<file path="src/rtl/flag_handshake_pkg.sv">
// flag_handshake_pkg: shared types and default constants for flag_handshake_tx.
package flag_handshake_pkg;

  typedef enum logic [1:0] {
    ST_IDLE     = 2'd0,
    ST_WAIT_ACK = 2'd1,
    ST_GAP      = 2'd2
  } state_t;

  localparam int DEF_SYNC_STAGES    = 2;
  localparam int DEF_PEND_W         = 4;
  localparam int DEF_TIMEOUT_CYCLES = 1024;

  // Bits needed for a down-counter holding values 0..n-1 (never less than 1).
  function automatic int cnt_w(input int n);
    return (n <= 2) ? 1 : $clog2(n);
  endfunction

endpackage

</file>
<file path="src/rtl/flag_handshake_tx_if.sv">
// flag_handshake_tx_if: event request, toggle handshake and status signals of
// the flag transmitter. master = transmitter, slave = requester / far side.
interface flag_handshake_tx_if
  import flag_handshake_pkg::*;
#(
  parameter int PEND_W = DEF_PEND_W
);
  logic              req_clkA;
  logic              ack_async;
  logic              flag_clkA;
  logic              busy_clkA;
  logic              done_clkA;
  logic              overflow_clkA;
  logic [PEND_W-1:0] pending_clkA;
  logic              timeout_clkA;

  modport master (
    input  req_clkA, ack_async,
    output flag_clkA, busy_clkA, done_clkA, overflow_clkA, pending_clkA, timeout_clkA
  );

  modport slave (
    output req_clkA, ack_async,
    input  flag_clkA, busy_clkA, done_clkA, overflow_clkA, pending_clkA, timeout_clkA
  );
endinterface

</file>
<file path="src/rtl/flag_handshake_tx_ack_sync.sv">
// ack_sync_chain: plain flop chain bringing the far-domain ack level into clkA.
module ack_sync_chain #(
  parameter int DEPTH = 2
) (
  input  logic clk_i,
  input  logic rst_n_i,
  input  logic d_i,
  output logic q_o
);
  logic [DEPTH-1:0] sync_q;

  // Shift the asynchronous level through DEPTH flops.
  always_ff @(posedge clk_i or negedge rst_n_i) begin
    if (!rst_n_i) sync_q <= '0;
    else          sync_q <= {sync_q[DEPTH-2:0], d_i};
  end

  assign q_o = sync_q[DEPTH-1];
endmodule

</file>
<file path="src/rtl/flag_handshake_tx.sv">
// flag_handshake_tx: sends one flag toggle per event and waits for the far
// domain to echo it on ack_async. Requests arriving while a toggle is in
// flight are counted in pending_clkA and issued later, one per handshake.
// Build option: define FLAG_HANDSHAKE_TIMEOUT_EN to abandon a handshake after
// TIMEOUT_CYCLES clkA cycles without an ack.
//
// state    | meaning
// IDLE     | nothing outstanding; issue on fresh req or pending count
// WAIT_ACK | toggle sent, waiting for synchronized ack to equal flag
// GAP      | one-cycle spacer, keeps each flag level for >= 2 cycles
module flag_handshake_tx
  import flag_handshake_pkg::*;
#(
  parameter int SYNC_STAGES    = DEF_SYNC_STAGES,
  parameter int PEND_W         = DEF_PEND_W,
  parameter int TIMEOUT_CYCLES = DEF_TIMEOUT_CYCLES
) (
  input logic                 clkA,
  input logic                 rstA_n,
  flag_handshake_tx_if.master hs
);
  localparam logic [PEND_W-1:0] PEND_MAX = '1;

  state_t            state_q, state_d;
  logic              flag_q, flag_d;
  logic              done_q, done_d;
  logic [PEND_W-1:0] pend_q, pend_d;
  logic              ovf_q, ovf_d;
  logic              pend_inc, pend_dec;
  logic              ack_s;

`ifdef FLAG_HANDSHAKE_TIMEOUT_EN
  localparam int              TO_W    = cnt_w(TIMEOUT_CYCLES);
  localparam logic [TO_W-1:0] TO_LOAD = TO_W'(TIMEOUT_CYCLES - 1);
  logic [TO_W-1:0] to_cnt_q, to_cnt_d;
  logic            to_q, to_d;
`endif

  ack_sync_chain #(
    .DEPTH(SYNC_STAGES)
  ) u_ack_sync (
    .clk_i  (clkA),
    .rst_n_i(rstA_n),
    .d_i    (hs.ack_async),
    .q_o    (ack_s)
  );

  // Anything arriving while not in IDLE has to wait; a req in IDLE is always issued at once.
  assign pend_inc = hs.req_clkA && (state_q != ST_IDLE);

  // Next-state and handshake decode.
  always_comb begin
    state_d  = state_q;
    flag_d   = flag_q;
    done_d   = 1'b0;
    pend_dec = 1'b0;
`ifdef FLAG_HANDSHAKE_TIMEOUT_EN
    to_cnt_d = to_cnt_q;
    to_d     = 1'b0;
`endif
    case (state_q)
      ST_IDLE: begin
        if (hs.req_clkA || (pend_q != '0)) begin
          flag_d   = ~flag_q;
          state_d  = ST_WAIT_ACK;
          pend_dec = ~hs.req_clkA;
`ifdef FLAG_HANDSHAKE_TIMEOUT_EN
          to_cnt_d = TO_LOAD;
`endif
        end
      end
      ST_WAIT_ACK: begin
        if (ack_s == flag_q) begin
          done_d  = 1'b1;
          state_d = ST_GAP;
        end
`ifdef FLAG_HANDSHAKE_TIMEOUT_EN
        else if (to_cnt_q == '0) begin
          to_d    = 1'b1;
          state_d = ST_GAP;
        end else begin
          to_cnt_d = to_cnt_q - 1'b1;
        end
`endif
      end
      ST_GAP:  state_d = ST_IDLE;
      default: state_d = ST_IDLE;
    endcase
  end

  // Pending counter: saturates, a request that finds it full is dropped.
  always_comb begin
    pend_d = pend_q;
    ovf_d  = 1'b0;
    if (pend_inc && !pend_dec) begin
      if (pend_q == PEND_MAX) ovf_d = 1'b1;
      else                    pend_d = pend_q + 1'b1;
    end else if (pend_dec && !pend_inc) begin
      pend_d = pend_q - 1'b1;
    end
  end

  // FSM state, flag level and done pulse registers.
  always_ff @(posedge clkA or negedge rstA_n) begin
    if (!rstA_n) begin
      state_q <= ST_IDLE;
      flag_q  <= 1'b0;
      done_q  <= 1'b0;
    end else begin
      state_q <= state_d;
      flag_q  <= flag_d;
      done_q  <= done_d;
    end
  end

  // Pending count and overflow pulse registers.
  always_ff @(posedge clkA or negedge rstA_n) begin
    if (!rstA_n) begin
      pend_q <= '0;
      ovf_q  <= 1'b0;
    end else begin
      pend_q <= pend_d;
      ovf_q  <= ovf_d;
    end
  end

`ifdef FLAG_HANDSHAKE_TIMEOUT_EN
  // Ack timeout down-counter and its pulse.
  always_ff @(posedge clkA or negedge rstA_n) begin
    if (!rstA_n) begin
      to_cnt_q <= '0;
      to_q     <= 1'b0;
    end else begin
      to_cnt_q <= to_cnt_d;
      to_q     <= to_d;
    end
  end

  assign hs.timeout_clkA = to_q;
`else
  // No timeout logic: TIMEOUT_CYCLES is always positive, so this folds to 0.
  assign hs.timeout_clkA = (TIMEOUT_CYCLES < 0);
`endif

  assign hs.flag_clkA     = flag_q;
  assign hs.done_clkA     = done_q;
  assign hs.overflow_clkA = ovf_q;
  assign hs.pending_clkA  = pend_q;
  assign hs.busy_clkA     = (state_q != ST_IDLE) || (pend_q != '0);
endmodule
</file>
<file path="src/flat_wrapper.sv">
// flat-port wrapper written by rule: the top's interface ports become plain ports
module flag_handshake_tx_flat import flag_handshake_pkg::*;
#(
  parameter int SYNC_STAGES    = DEF_SYNC_STAGES,
  parameter int PEND_W         = DEF_PEND_W,
  parameter int TIMEOUT_CYCLES = DEF_TIMEOUT_CYCLES
)
  (clkA, rstA_n, hs_req_clkA, hs_ack_async, hs_flag_clkA, hs_busy_clkA, hs_done_clkA, hs_overflow_clkA, hs_pending_clkA, hs_timeout_clkA);
  flag_handshake_tx_if #(.PEND_W(PEND_W)) hs_i ();
  input logic clkA;
  input logic rstA_n;
  input wire logic [$bits(hs_i.req_clkA)-1:0] hs_req_clkA;
  input wire logic [$bits(hs_i.ack_async)-1:0] hs_ack_async;
  output wire logic [$bits(hs_i.flag_clkA)-1:0] hs_flag_clkA;
  output wire logic [$bits(hs_i.busy_clkA)-1:0] hs_busy_clkA;
  output wire logic [$bits(hs_i.done_clkA)-1:0] hs_done_clkA;
  output wire logic [$bits(hs_i.overflow_clkA)-1:0] hs_overflow_clkA;
  output wire logic [$bits(hs_i.pending_clkA)-1:0] hs_pending_clkA;
  output wire logic [$bits(hs_i.timeout_clkA)-1:0] hs_timeout_clkA;
  assign hs_i.req_clkA = hs_req_clkA;
  assign hs_i.ack_async = hs_ack_async;
  assign hs_flag_clkA = hs_i.flag_clkA;
  assign hs_busy_clkA = hs_i.busy_clkA;
  assign hs_done_clkA = hs_i.done_clkA;
  assign hs_overflow_clkA = hs_i.overflow_clkA;
  assign hs_pending_clkA = hs_i.pending_clkA;
  assign hs_timeout_clkA = hs_i.timeout_clkA;
  flag_handshake_tx #(.SYNC_STAGES(SYNC_STAGES), .PEND_W(PEND_W), .TIMEOUT_CYCLES(TIMEOUT_CYCLES)) u_core (.clkA(clkA), .rstA_n(rstA_n), .hs(hs_i));
endmodule
</file>
<file path="config.mk">
export PLATFORM = sky130hd
export DESIGN_NAME = flag_handshake_tx_flat
export DESIGN_NICKNAME = d
export VERILOG_FILES = /design/src/rtl/flag_handshake_pkg.sv /design/src/rtl/flag_handshake_tx_if.sv /design/src/rtl/flag_handshake_tx_ack_sync.sv /design/src/rtl/flag_handshake_tx.sv /design/src/flat_wrapper.sv
export SDC_FILE = /design/constraint.sdc
export NUM_CORES = 1
export LEC_CHECK = 0
export CAP_MARGIN = 20
export CORE_AREA = 8 8 46 48
export CTS_BUF_LIST = sky130_fd_sc_hd__clkbuf_4 sky130_fd_sc_hd__clkbuf_8 sky130_fd_sc_hd__clkbuf_16
export CTS_CLUSTER_SIZE = 12
export DETAILED_ROUTE_END_ITERATION = 12
export DIE_AREA = 0 0 54 56
export HOLD_SLACK_MARGIN = 0.06
export PLACE_DENSITY = 0.73
export SETUP_SLACK_MARGIN = 0.3
export SYNTH_ARGS = -nofsm -noshare
export SYNTH_HDL_FRONTEND = slang
export SYNTH_SLANG_ARGS = --single-unit
</file>
<file path="constraint.sdc">
create_clock -name clkA -period 3.7 [get_ports clkA]
set_clock_uncertainty 0.2 [all_clocks]
set_input_delay 0.555 -clock clkA [delete_from_list [all_inputs] [get_ports clkA]]
set_output_delay 0.555 -clock clkA [all_outputs]
set_load 0.02 [all_outputs]
</file>
# ---- Yosys cells after proc, flatten, opt, wreduce, memory -nomap -nowiden
# Cells that the tools add are included.
dict set report word_totals {
  input_bits 4
  out_inout_bits 9
  ff_bits 11
  elab_cells 42
}
dict set report op_classes {
  n_bitwise 2
  muxes 12
  n_reduce_logical 14
  n_eq_ne 6
  addsub 2
}
# cell n
set op_table {}
lappend op_table {{4-bit two-way mux} 3}
lappend op_table {{1-bit two-way mux} 6}
lappend op_table {{2-bit AND reduction} 3}
lappend op_table {{4-bit by 1-bit adder with 4-bit output (second input constant)} 1}
lappend op_table {{4-bit == test (second input constant)} 1}
lappend op_table {{2-bit two-way mux} 2}
lappend op_table {{2-bit by 1-bit != test with 1-bit output (second input constant)} 2}
lappend op_table {{2-bit one-hot mux with 2 select lines} 1}
lappend op_table {{2-bit nonzero test} 2}
lappend op_table {{4-bit nonzero test} 1}
lappend op_table {{4-bit by 1-bit subtractor with 4-bit output (second input constant)} 1}
lappend op_table {{1-bit logical AND} 3}
lappend op_table {{2-bit by 1-bit == test with 1-bit output (second input constant)} 1}
lappend op_table {{1-bit zero test} 2}
lappend op_table {{2-bit zero test} 1}
lappend op_table {{1-bit logical OR} 2}
lappend op_table {{2-bit != test (second input constant)} 1}
lappend op_table {{1-bit inverter} 2}
lappend op_table {{1-bit == test} 1}

# ---- Depth between registers and ports, before layout
dict set report logic_depth {
  depth_word 8
  ltp_mapped 8
  ltp_nobuf 7
}

# ---- Hierarchy
# Synthesis repeated with hierarchy kept, for this count alone.
dict set report hier_totals {
  cells_unflattened 49
  hier_area_um2 544.3
}
# mod cells_per_inst area_per_inst_um2 n_inst seq_area_each_um2
set by_module_without_submodules {}
lappend by_module_without_submodules {flag_handshake_tx 47 494.2 1 225.2}
lappend by_module_without_submodules {ack_sync_chain 2 50.0 1 50.0}

# ---- Worst setup path after synthesis
# OpenSTA, ideal clock, no wires.
dict set report synth_timing {
  path_kind {flip-flop to flip-flop}
  from {register u_core.state_q[1]}
  to {register u_core.pend_q[3], in the netlist u_core.hs.pending_clkA[3]}
  slack_ns 1.626
  setup_time_ns 0.080
  required_ns 3.420
  path_buffers 1
  arrival_ns 1.794
  synth_period_minus_slack_ns 2.074
  stages_incl_launch_ff 9
  cell_sequence {dfrtp_1 -> or2_1 -> buf_6 -> nand2_1 -> ha_1 -> a21o_1 -> a21oi_1 -> mux2i_1 -> xor2_1}
}
dict set report synth_between {
  elab_chain_len 6
  word_cells_on_any_way 12
  classes_between {eq/ne (1); mux (2); reduce/logical (9)}
}
# item line_no
set synth_rtl {}
lappend synth_rtl {{from (decl)} flag_handshake_tx.sv:24} ;# state_t state_q, state_d;
lappend synth_rtl {{from (signal assigned)} flag_handshake_tx.sv:110} ;# state_q <= state_d;
lappend synth_rtl {{2-bit zero test or 2-bit nonzero test (tied branches)} {flag_handshake_tx.sv:61, flag_handshake_tx.sv:49}}
lappend synth_rtl {{1-bit two-way mux or 1-bit logical AND (tied branches)} {flag_handshake_tx.sv:61, flag_handshake_tx.sv:49}}
lappend synth_rtl {{1-bit zero test (on tied branches)} {flag_handshake_tx.sv:95, flag_handshake_tx.sv:98}}
lappend synth_rtl {{1-bit logical AND (on tied branches)} {flag_handshake_tx.sv:95, flag_handshake_tx.sv:98}}
lappend synth_rtl {{2-bit != test (no source line) or 2-bit nonzero test (tied branches)} n/a}
lappend synth_rtl {{2-bit AND reduction (no source line)} n/a}
lappend synth_rtl {{to (signal assigned)} flag_handshake_tx.sv:122} ;# pend_q <= pend_d;
lappend synth_rtl {{to (decl)} flag_handshake_tx.sv:27} ;# logic [PEND_W-1:0] pend_q, pend_d;
# Parallel ways exist; a longest one is shown, timed or not.
# A chain may end at the register's enable or synchronous reset.

# ---- Worst setup path after layout
dict set report layout_timing {
  from {register u_core.pend_q[0], in the netlist u_core.hs.pending_clkA[0]}
  to {output port hs_busy_clkA}
}
dict set report layout_between {
  elab_chain_len 2
}
# item line_no
set layout_rtl {}
lappend layout_rtl {{4-bit nonzero test} flag_handshake_tx.sv:149} ;# assign hs.busy_clkA = (state_q != ST_IDLE) || (pend_q != '0);
lappend layout_rtl {{1-bit logical OR} flag_handshake_tx.sv:149}
lappend layout_rtl {{to (decl)} flat_wrapper.sv:15} ;# output wire logic [$bits(hs_i.busy_clkA)-1:0] hs_busy_clkA;
# No other way between the ends.

==> impl_metrics.yaml <==
route:
  drt-total-wl_um: 986
  first_pass_iters: 3
  drtAntennaViolNets: 0
  vias: 376
  drc: 0
  wire_per_inst_um: 12.6
  vias_per_cell: 4.82
  drt-initial-drc-count: 5
finish:
  postLayoutCoreUtil_pct: 47.7
  fill_cells: 137
  area_growth_syn_to_layout_pct: 26.0
  n_antenna_cell: 0
  multi_input_area_um2: 246
  final_layout_size_suffix_gt1_share_pct: 9.68
  final_nets: 70
  register_area_um2: 275
global_route:
  top_usage_layer: "met1"
  antenna_found_initial: 0
  first_global_vias: 351
  overflow: 0
  met1_usage_pct: 9.82
  grtUsageMet3_pct: 3.48
  use_met2_pct: 8.79
  grtUsageTotal_pct: 7.24
  grt_pass1_wl_um: 1630
  grt_max_degree: 12
synth:
  yosysSeqAreaShare_pct: 50.6
  synth_edf_count: 0
  syn_nets: 56
  synth_top_area_cell: "dfrtp_1"
  yosys-top-cells-count: "11 x dfrtp_1, 5 x nand2_1, 5 x nor2_1, 3 x nor3_1, 3 x xor2_1"
  ys_warn_count: 0
  yosysMostFrequentCell: "dfrtp_1"
  synth-async-reset-ratio_pct: 100
  syn_avg_cell_area_um2: 11.1
  synth_seq_cells: 11
  ys_types: 25
  synth.area.top_cells: "dfrtp_1 51%, xor2_1 4.8%, ha_1 4.6%"
  synth_top_area_share_pct: 50.6
  syn_inst: 49
  synthesis.area_um2: 544
  synthFlopType: "dfrtp_1"
clock_network:
  post_cts_buffers: 0
  clock_path_buffers: 2
  post_cts_resized: 0
  cts_tree: "built"
  clk_root_buffer_cell: "clkbuf_4"
  hold_buffers: 0
  cts_sinks: 11
  cts.clk_slew.worst_paths_ns: 0.07
  clock_latency_ns: 0.27
  cts_max_level: 1
  cts_buffers: 3
critical_path:
  cp_cell_sequence: "nor4_2 -> nand2_1 -> clkdlybuf4s50_1"
  crit_type: "flip-flop to primary output"
  worst-endpoint-arrival_ns: 1.82
  cpLargestDelayFamily: "buffers and inverters"
  cpMaxStageDelayCell: "clkdlybuf4s50_1"
  critPathBufInv: 1
  start_kind: "flip-flop"
  worst_setup_path_end_kind: "primary output"
  cp.required_ns: 2.94
  rrSetupSlack_ns: 1.50
  critPathMaxStageDelay_ns: 0.55
  crit_cells: 3
  crit_fanout: 6
  reg2reg_from: "u_core.state_q[1]$_DFFE_PN0P_"
  reg2regPathDepth: 7
  startpoint: "u_core.hs.pending_clkA[0]$_DFFE_PN0P_"
  cp-endpoint: "hs_busy_clkA"
  r2r_end: "u_core.hs.pending_clkA[3]$_DFFE_PN0P_"
timing:
  fin_setup_tns_ns: 0
  finalHoldViolations: 0
  rsz0062_at_grt: "false"
  relSlewSlack_pct: 66.9
  slew_viol_final: 0
  tightest_slew_ns: 0.495
  setup_viol: 0
  fin_crit_ns: 2.57
  max_clock_freq_mhz: 389
  min_period_over_period_pct: 69.5
floorplanning:
  num_rows: 14
  initial_core_util_pct: 37.9
  core_area_mm2: 0.00144
  io_pins: 13
  dieWidth_um: 54
  die-area_mm2: 0.00302
  die_y_um: 56
status:
  status: "complete, no violations"
power:
  leakage_nw: 0.305
  power_density_mw_per_mm2: 973
  ir_drop_mv: 0.395
placement:
  port_buffers: 11
  hpwl_um: 715
  gp_congestion: 0.715
run:
  cap_violations: 0
worst_hold_path:
  holdCritPathClass: "flip-flop to flip-flop"
==> routing by layer <==
metal | vias up | wire [um]
li1 | 189 | -
met4 | 0 | 22
met5 | - | 0
met2 | 11 | 382
met3 | 3 | 75
met1 | 173 | 505
==> logic make-up (layout without fill, tap and decap cells) <==
logic type / Yosys count / after routing / share of synthesized area (%)
and+or+nand+nor: 19 / 19 / 17.5
DFF: 11 / 11 / 50.6
xor gates and xnor gates: 5 / 5 / 8.05
AOI/OAI and AO/OA: 4 / 4 / 4.83
adders and majority gates: 3 / 3 / 8.28
muxes: 3 / 3 / 5.98
buffers and inverters: 3 / 16 / 4.14
other: 1 / 1 / 0.689
==> cell type report <==
class	count	area share, %
clock buffer	4	4.38
inverter	1	0.547
multi-input combinational	35	35.9
sequential	11	40.1
tap	16	2.92
timing repair buffer	11	16.1
==> worst min path at each step <==
stage	start	endpoint	cells past startpoint
2_1_floorplan	rstA_n	u_core.hs.done_clkA$_DFF_PN0_	0
3_3_place_gp	u_core.u_ack_sync.sync_q[0]$_DFF_PN0_	u_core.u_ack_sync.sync_q[1]$_DFF_PN0_	0
3_5_place_dp	u_core.u_ack_sync.sync_q[0]$_DFF_PN0_	u_core.u_ack_sync.sync_q[1]$_DFF_PN0_	0
4_1_cts	u_core.u_ack_sync.sync_q[0]$_DFF_PN0_	u_core.u_ack_sync.sync_q[1]$_DFF_PN0_	0
5_1_grt	u_core.u_ack_sync.sync_q[0]$_DFF_PN0_	u_core.u_ack_sync.sync_q[1]$_DFF_PN0_	0
6_report	u_core.u_ack_sync.sync_q[0]$_DFF_PN0_	u_core.u_ack_sync.sync_q[1]$_DFF_PN0_	0
==> sequential cells by signal, summed over array words and instances (netlist names) <==
| register | cells |
|---|---|
| u_core.hs.done_clkA | 1 |
| u_core.hs.flag_clkA | 1 |
| u_core.hs.overflow_clkA | 1 |
| u_core.hs.pending_clkA | 4 |
| u_core.state_q | 2 |
| u_core.u_ack_sync.sync_q | 2 |
==> worst register-to-register path, delay by kind of cell (launching register included) <==
kind / cells / cell delay, ns
AND/OR/NAND/NOR: 2 / 0.50
flip-flops: 1 / 0.42
AO/OA/AOI/OAI: 2 / 0.36
adder cells (fa/ha/maj): 1 / 0.26
multiplexers: 1 / 0.24
XOR/XNOR: 1 / 0.15
==> metrics by stage <==
step                std cells  setup WS (ns)  power, mW  instance area, um^2  hold WS, ns
floorplan                  49           1.63      0.470                  544       0.0594
global placement           74           1.16      0.572                  656        0.134
detailed placement         74           1.12      0.575                  656        0.139
CTS                        78           1.11      0.673                  686        0.156
global route               78          0.998      0.721                  686        0.173
finish                     78           1.13      0.667                  686        0.152
==> layout by cell type (no fill, tap or decap), drive strengths merged, types with 2 or more instances in the layout <==
cell / Yosys / layout
clkbuf: 0 / 4
clkdlybuf4s50: 0 / 11
dfrtp: 11 / 11
ha: 2 / 2
mux2: 2 / 2
nand2: 5 / 5
nor2: 5 / 5
nor3: 3 / 3
xnor2: 2 / 2
xor2: 3 / 3
==> report_power, final <==
group | total (mW) | switching (mW) | leakage [nW] | internal, mW
registers | 0.228 | 0.0599 | 0.133 | 0.168
logic | 0.347 | 0.174 | 0.153 | 0.173
clock network | 0.0922 | 0.0431 | 0.0184 | 0.0491
Note: power is estimated with default switching activity, not from simulation.
